===== src/rtl/rbuf_pkg.sv =====
// Shared types and defaults for the sample ring buffer (write side rbuf, read side rbuf_rd).
package rbuf_pkg;

   typedef enum logic [1:0] {
      IDLE,
      ISSUE,
      DRAIN,
      FIN
   } rd_state_e;

   localparam int DEF_M         = 4;
   localparam int DEF_ADDR_SIZE = 5;
   localparam int DEF_DATA_SIZE = 12;

   // Wide enough to hold m full-scale samples without overflow.
   function automatic int sum_width(input int data_size, input int m);
      return data_size + $clog2(m + 1);
   endfunction

endpackage


===== src/rtl/rbuf_rd_addr_gen.sv =====
// Loadable down-counter modulo M with a terminal-count flag (ptr == 0); reused for write-pointer wrap.
module rbuf_rd_addr_gen
   import rbuf_pkg::*;
#(
   parameter int M         = DEF_M,
   parameter int ADDR_SIZE = DEF_ADDR_SIZE
) (
   input  logic                 clk,
   input  logic                 rst,
   input  logic                 load,
   input  logic [ADDR_SIZE-1:0] load_val,
   input  logic                 step,
   output logic [ADDR_SIZE-1:0] ptr,
   output logic                 tc
);

   localparam logic [ADDR_SIZE-1:0] TOP = ADDR_SIZE'(M - 1);

   logic [ADDR_SIZE-1:0] ptr_q, ptr_d;

   always_comb begin
      ptr_d = ptr_q;
      if (load) begin
         ptr_d = load_val;
      end else if (step) begin
         ptr_d = (ptr_q == '0) ? TOP : ptr_q - 1'b1;
      end
   end

   always_ff @(posedge clk or negedge rst) begin
      if (!rst) begin
         ptr_q <= '0;
      end else begin
         ptr_q <= ptr_d;
      end
   end

   assign ptr = ptr_q;
   assign tc  = (ptr_q == '0);

endmodule


===== src/rtl/rbuf_rd.sv =====
// Ring-buffer read side: streams the M newest samples newest-to-oldest from BRAM and reports their sum.
module rbuf_rd
   import rbuf_pkg::*;
#(
   parameter  int M         = DEF_M,
   parameter  int ADDR_SIZE = DEF_ADDR_SIZE,
   parameter  int DATA_SIZE = DEF_DATA_SIZE,
   parameter  int RD_LAT    = 1,
   localparam int SUM_W     = sum_width(DATA_SIZE, M)
) (
   input  logic                 clk,
   input  logic                 rst,
   input  logic                 start,
   input  logic [ADDR_SIZE-1:0] head,
   output logic [ADDR_SIZE-1:0] addr,
   output logic                 ren,
   input  logic [DATA_SIZE-1:0] bram_do,
   output logic [DATA_SIZE-1:0] dout,
   output logic                 dout_valid,
   output logic                 dout_last,
   output logic [SUM_W-1:0]     sum,
   output logic                 busy,
   output logic                 done,
   output logic                 err
);

   localparam logic [ADDR_SIZE:0]   M_W      = (ADDR_SIZE + 1)'(M);
   localparam logic [ADDR_SIZE-1:0] LAST_CNT = ADDR_SIZE'(M - 1);

   rd_state_e            state_q, state_d;
   logic                 issue, load, cnt_tc, ptr_tc_unused;
   logic [ADDR_SIZE-1:0] ptr, cnt_unused;
   logic [RD_LAT-1:0]    vld_pipe_q, vld_pipe_d, last_pipe_q, last_pipe_d;
   logic [DATA_SIZE-1:0] dout_q, dout_d;
   logic                 dout_valid_q, dout_valid_d, dout_last_q, dout_last_d;
   logic [SUM_W-1:0]     acc_q, acc_d;
   logic                 err_q, err_d;

   assign issue = (state_q == ISSUE);

   rbuf_rd_addr_gen #(.M(M), .ADDR_SIZE(ADDR_SIZE)) u_ptr (
      .clk      (clk),
      .rst      (rst),
      .load     (load),
      .load_val (head),
      .step     (issue),
      .ptr      (ptr),
      .tc       (ptr_tc_unused)
   );

   // Issue counter: loaded with M-1, reaches zero on the final read address.
   rbuf_rd_addr_gen #(.M(M), .ADDR_SIZE(ADDR_SIZE)) u_cnt (
      .clk      (clk),
      .rst      (rst),
      .load     (load),
      .load_val (LAST_CNT),
      .step     (issue),
      .ptr      (cnt_unused),
      .tc       (cnt_tc)
   );

   // NOTE: every signal driven here gets a default first, so no path can infer a latch.
   always_comb begin
      state_d = state_q;
      load    = 1'b0;
      err_d   = 1'b0;
      acc_d   = acc_q;
      if (dout_valid_q) begin
         acc_d = acc_q + SUM_W'(dout_q);
      end
      case (state_q)
         IDLE: begin
            if (start) begin
               if ({1'b0, head} < M_W) begin
                  load    = 1'b1;
                  acc_d   = '0;
                  state_d = ISSUE;
               end else begin
                  err_d = 1'b1;
               end
            end
         end
         ISSUE:   if (cnt_tc) state_d = DRAIN;
         DRAIN:   if (dout_last_q) state_d = FIN;
         FIN:     state_d = IDLE;
         default: state_d = IDLE;
      endcase
   end

   // Return path: read-enable and last-flag ride alongside the BRAM latency.
   always_comb begin
      vld_pipe_d[0]  = issue;
      last_pipe_d[0] = issue & cnt_tc;
      for (int i = 1; i < RD_LAT; i++) begin
         vld_pipe_d[i]  = vld_pipe_q[i-1];
         last_pipe_d[i] = last_pipe_q[i-1];
      end
      dout_valid_d = vld_pipe_q[RD_LAT-1];
      dout_last_d  = last_pipe_q[RD_LAT-1];
      dout_d       = vld_pipe_q[RD_LAT-1] ? bram_do : dout_q;
   end

   // NOTE: non-blocking assignments so every flop samples the pre-edge value of its neighbours.
   always_ff @(posedge clk or negedge rst) begin
      if (!rst) begin
         state_q      <= IDLE;
         vld_pipe_q   <= '0;
         last_pipe_q  <= '0;
         dout_q       <= '0;
         dout_valid_q <= 1'b0;
         dout_last_q  <= 1'b0;
         acc_q        <= '0;
         err_q        <= 1'b0;
      end else begin
         state_q      <= state_d;
         vld_pipe_q   <= vld_pipe_d;
         last_pipe_q  <= last_pipe_d;
         dout_q       <= dout_d;
         dout_valid_q <= dout_valid_d;
         dout_last_q  <= dout_last_d;
         acc_q        <= acc_d;
         err_q        <= err_d;
      end
   end

   assign addr       = ptr;
   assign ren        = issue;
   assign dout       = dout_q;
   assign dout_valid = dout_valid_q;
   assign dout_last  = dout_last_q;
   assign sum        = acc_q;
   assign busy       = (state_q != IDLE);
   assign done       = (state_q == FIN);
   assign err        = err_q;

endmodule

===== config.mk =====
export PLATFORM = sky130hd
export DESIGN_NAME = rbuf_rd
export DESIGN_NICKNAME = d
export VERILOG_FILES = /design/src/rtl/rbuf_pkg.sv /design/src/rtl/rbuf_rd_addr_gen.sv /design/src/rtl/rbuf_rd.sv
export SDC_FILE = /design/constraint.sdc
export NUM_CORES = 1
export LEC_CHECK = 0
export BUFFER_PORTS_ARGS = -buffer_cell sky130_fd_sc_hd__buf_2
export CELL_PAD_IN_SITES_DETAIL_PLACEMENT = 0
export CELL_PAD_IN_SITES_GLOBAL_PLACEMENT = 1
export CORE_MARGIN = 10
export CORE_UTILIZATION = 44
export CTS_CLUSTER_SIZE = 12
export DETAILED_ROUTE_END_ITERATION = 8
export GPL_ROUTABILITY_DRIVEN = 0
export HOLD_SLACK_MARGIN = 0.1
export MAX_ROUTING_LAYER = met4
export PLACE_DENSITY = 0.95
export SLEW_MARGIN = 25
export SYNTH_ARGS = -nofsm -noshare
export SYNTH_HDL_FRONTEND = slang
export SYNTH_SLANG_ARGS = --single-unit

===== constraint.sdc =====
create_clock -name clk -period 4.3 [get_ports clk]
set_input_delay 0.215 -clock clk [delete_from_list [all_inputs] [get_ports clk]]
set_output_delay 0.215 -clock clk [all_outputs]
set_load 0.02 [all_outputs]

## Word-level counts from Yosys, hierarchy flattened

Index checks and enable logic that the tools add are counted.
W data, S select, Z words.

| word-level totals | value |
|---|---|
| register bits after elaboration | 44 |
| output and inout bits | 38 |

| cells by class | value |
|---|---|
| $add $sub $neg | 3 |
| order comparisons | 1 |
| equal/unequal tests | 7 |
| multiplexer cells | 21 |
| bitwise operators | 1 |
| reduce and logical (&&, ||, !) cells | 6 |

Operators with widths:

| kind | number |
|---|---|
| $mux W15 | 4 |
| $mux W5 | 6 |
| $add A15 B12 Y15 | 1 |
| $logic_not A5 Y1 | 2 |
| $sub A5 B1 Y5 const B | 2 |
| $mux W2 | 4 |
| $pmux W2 S4 | 1 |
| $mux W1 | 6 |
| $ne A2 B2 Y1 const B | 3 |
| $lt A5 B3 Y1 const B | 1 |
| $eq A2 B2 Y1 const B | 2 |
| $reduce_and A4 Y1 | 1 |
| $reduce_bool A2 Y1 | 2 |
| $eq A2 B1 Y1 const B | 1 |
| $logic_not A2 Y1 | 1 |
| $ne A2 B1 Y1 const B | 1 |
| $and A1 B1 Y1 | 1 |

## Depth between registers and ports, before layout

| logic depth | value |
|---|---|
| word-level depth | 5 |
| gate-level depth with buffers | 8 |
| depth with buffers taken out | 8 |

## Cells and area by module

Synthesis repeated with hierarchy kept, for this count alone.

| unflattened totals | value |
|---|---|
| cell total of the unflattened synthesis | 236 |
| area, all modules | 2433.6 µm² |

By module, submodules not included:

| module | times used | cells an instance | area each (µm²) |
|---|---|---|---|
| rbuf_rd | 1 | 174 | 1875.5 |
| rbuf_rd_addr_gen | 2 | 31 | 279.0 |

## Least setup slack after synthesis

OpenSTA, ideal clock, no wires.

| timing path | value |
|---|---|
| path type | register to register |
| start point | register dout_q[0], in the netlist dout[0] |
| end point | register acc_q[10], in the netlist sum[10] |
| library setup time | 0.128 ns |
| arrival time | 2.193 ns |
| required time | 4.172 ns |
| slack | 1.979 ns |
| cell stages (with the launch flop) | 9 |
| clock period less this slack | 2.321 ns |
| cell sequence | dfrtp_1 > ha_1 > fa_1 > a211o_1 > a21oi_1 > nor3_1 > a211oi_2 > mux2i_1 > nand3_1 |

| between the ends | value |
|---|---|
| cells in the longest elaborated chain, start to end | 5 |

RTL lines:

| what | line | RTL |
|---|---|---|
| start, declared | rbuf_rd.sv:34 | `logic [DATA_SIZE-1:0] dout_q, dout_d;` |
| start signal, assigned | rbuf_rd.sv:118 | `dout_q <= dout_d;` |
| $add A15 B12 Y15 (*) | rbuf_rd.sv:69 | `acc_d = acc_q + SUM_W'(dout_q);` |
| $mux W15 (*) | rbuf_rd.sv:68 | `if (dout_valid_q) begin` |
| $mux W15 | rbuf_rd.sv:74 | `if ({1'b0, head} < M_W) begin` |
| $mux W15 | rbuf_rd.sv:73 | `if (start) begin` |
| $mux W15 (*) | rbuf_rd.sv:71 | `case (state_q)` |
| net acc_d[10] | rbuf_rd.sv:36 | `logic [SUM_W-1:0] acc_q, acc_d;` |
| end signal, assigned | rbuf_rd.sv:112 | `acc_q <= '0;` |
| end signal, assigned | rbuf_rd.sv:121 | `acc_q <= acc_d;` |
| end, declared | rbuf_rd.sv:36 |  |

The timed path passes the listed nets; every way through them passes the cells marked *.
A chain may end at the register's enable or synchronous reset.

## Worst setup path after layout

Ends and elaborated chain as after synthesis.

==> results.toml <==
[pwr]
p_int_w = 0.00154
combinationalPowerShare_pct = 57.9
powerDensity_nw_per_um2 = 958
ir_worst_vdd_mv = 0.454
p_clk_share_pct = 13.0
switchingPower_w = 0.00128
power_frac_seq_pct = 29.1
cellLeakagePower_nw = 1.40
netSwitchingFraction_pct = 45.5

[worst_setup_path]
cp_cell_sequence = "ha_1, fa_1, a211o_1, a21oi_1, nor3_1, a211oi_2, mux2i_1, nand3_1"
worstSetupPathType = "reg -> reg"
rr_worst_depth = 8
rr_startpoint = "dout[0]"
crit_path_max_fanout = 4
end_kind = "flip-flop"
crit_path_top_delay_cell = "fa_1"
required_ns = 4.48
critPathLaunchType = "flip-flop"
critPathLaunch = "dout[0]"
max_stage_delay_ns = 0.43
arrival_ns = 2.67

[hold_path]
hold_path_depth = 3
min_from = "head[1]"
hold_class = "in -> reg"

[clock_network]
cts_tree = "built"
clock-sinks = 44
cts_resized = 0
path_clk_slew_ns = 0.09
htreeDepth = 2
post_cts_buffers = 0
root_buffer = "clkbuf_8"
cts_made_buffers = 5
clkLatencyLatePin_ns = 0.30
ctsLongestPathBuffers = 2

[drt]
dr.first_iter.drc_count = 63
viasPerCell = 5.29
ant_nets = 0
num_vias = 1940
wl_per_cell_microns = 14.8
drc_errors = 0
drt-pass1-iter-count = 4
routed_wl_microns = 5420

[synth]
synth_seq_area_share_pct = 44.6
ys_ff_latch = 44
syn_area_sq_um = 2470
syn_area_per_cell_sq_um = 10.4
yosys.area.top_type = "dfrtp_1"
synthTopCellsByArea = "dfrtp_1 45%, ha_1 9.6%, mux2_2 5.9%"
syn_nets = 278
yosys_most_used_dff = "dfrtp_1"
syn_inst = 238
ys_types = 47
ys_async_sr_fraction_pct = 100
synth_top_cell_area_share_pct = 44.6
synth_common_cells = "44 x dfrtp_1, 25 x nor2_1, 19 x ha_1"
synth_edf_count = 0
ys_warn_count = 0
post-synth-top-count-cell = "dfrtp_1"

[sta]
setup_slack_ns = 1.81
skew_ns = 0.00896
slew-limit-headroom_pct = 36.7
rsz0062_at_grt = "false"
setup_tns_ns = 0
post-route-period-util_pct = 57.9
finalSetupViolCount = 0
finalHoldViolCount = 0
slew_violations = 0
fmax_mhz = 401
worst_pin_slew_ns = 0.950
period_minus_slack_ns = 2.49

[global_route]
grt_pass1_wl_microns = 9110
grt_pass1_vias = 1979
antenna_found_initial = 0
grt_usage_pct = 12.8
globalRouteOverflowTotal = 0
grt_max_degree = 45

[floorplanning]
fp.dieH_microns = 94.9
die-area_sq_um = 9000
coreArea_sq_um = 5470
die_x_microns = 94.9
start_util_pct = 45.1
fp-row-count = 27
io_pins = 58

[cells_and_area]
nNetsFinal = 335
final_cells = 367
num_antenna_cells = 0
syn2layout_area_growth_pct = 19.3
drive_gt1_share_pct = 28.1

[place]
dp_hpwl_microns = 4010
pre_cts_ws_ns = 1.83
io_buffers = 57
dp.cells = 359

[run]
maxCapViolCount = 0

[run_status]
status = "finished, final reports clean"
## per-stage QoR
| step | hold WS (ns) | utilization (%) | power, W | area (sq um) |
|---|---|---|---|---|
| finish | 0.124 | 53.8 | 0.00282 | 2940 |
| global route | 0.127 | 53.8 | 0.00308 | 2940 |
| CTS | 0.105 | 53.5 | 0.00284 | 2930 |
| detailed placement | 0.337 | 51.2 | 0.00247 | 2800 |
| global placement | 0.338 | 51.2 | 0.00243 | 2800 |
| floorplan | -0.0806 | - | 0.00205 | 2470 |
## logic make-up (layout without fill, tap and decap cells)
kind of cell,Yosys count,count (layout),synth area share (%)
muxes,21,21,9.18
AOI/OAI and AO/OA,50,50,14.7
and+or+nand+nor,77,77,15.1
DFF,44,44,44.6
xor gates and xnor gates,8,8,2.84
adders and majority gates,20,20,10.5
buffers and inverters,18,75,3.15
## cells in the final DEF, fill, tap and decap left out, drive strengths merged, types with 2 or more instances in the layout
master   n
a21o     4
a21oi   14
inv     10
nor2b    4
nand2   17
mux2    13
clkbuf   5
buf     57
o21a     2
nor3     8
xor2     4
mux2i    8
a211oi   5
or3      2
bufinv   2
o21ai   11
o311a    2
nor3b    2
nor2    25
xnor2    4
nor4     2
ha      19
and3     2
nand3b   3
nand3    7
o21bai   2
dfrtp   44
## final cells by class
cell class / instances / area (sq um)
Clock inverter: 2 / 60.1
Fill cell: 527 / 2530
Clock buffer: 5 / 68.8
Multi-Input combinational cell: 176 / 1290
Inverter: 10 / 37.5
Timing Repair Buffer: 58 / 298
Sequential cell: 44 / 1100
Tap cell: 72 / 90.1
## worst paths after layout
kind,end,slack (ns)
worst min-delay path,u_ptr.ptr[1],0.12
worst max-delay path,sum[10],1.81
worst min register to register,dout_last,0.36
worst max register to register,sum[10],1.81
max in group asynchronous,u_cnt.ptr[3],3.48
min in group asynchronous,dout[3],0.45
## repair_timing
action,CTS,global route
endpoints found under the hold margin,0,44
hold buffers,0,1
setup endpoints to repair,0,0
## state kept, by name, indices dropped and copies added (netlist names)
signal	flops
sum	15
err	1
dout_valid_d	1
u_ptr.ptr	5
u_cnt.ptr	5
state_q	2
dout_valid	1
dout_last	1
dout	12
dout_last_d	1
## per-layer routing
| metal | routed length [microns] | up-vias | GRT usage [%] |
|---|---|---|---|
| li1 | - | 968 | - |
| met1 | 2540 | 920 | 15.4 |
| met2 | 2420 | 44 | 19.7 |
| met3 | 405 | 8 | 4.36 |
| met4 | 54 | 0 | 4.24 |
| met5 | 0 | - | - |
## worst max-delay path, delay by kind of cell, from the launching register on
family	cells	cell delay [ns]
AO/OA/AOI/OAI	3	0.90
multiplexers	1	0.21
adder cells (fa/ha/maj)	2	0.66
flip-flops	1	0.41
AND/OR/NAND/NOR	2	0.19
## power groups by stage
stage | Combinational (W) | Sequential [W] | Clock, W
5_1_grt | 0.00183 | 0.000858 | 0.000395
3_5_place_dp | 0.00164 | 0.000831 | 0
4_1_cts | 0.00164 | 0.000823 | 0.000376
2_1_floorplan | 0.00110 | 0.000955 | 0
3_3_place_gp | 0.00160 | 0.000823 | 0
6_report | 0.00163 | 0.000821 | 0.000367
(Power assumes the default switching activity.)
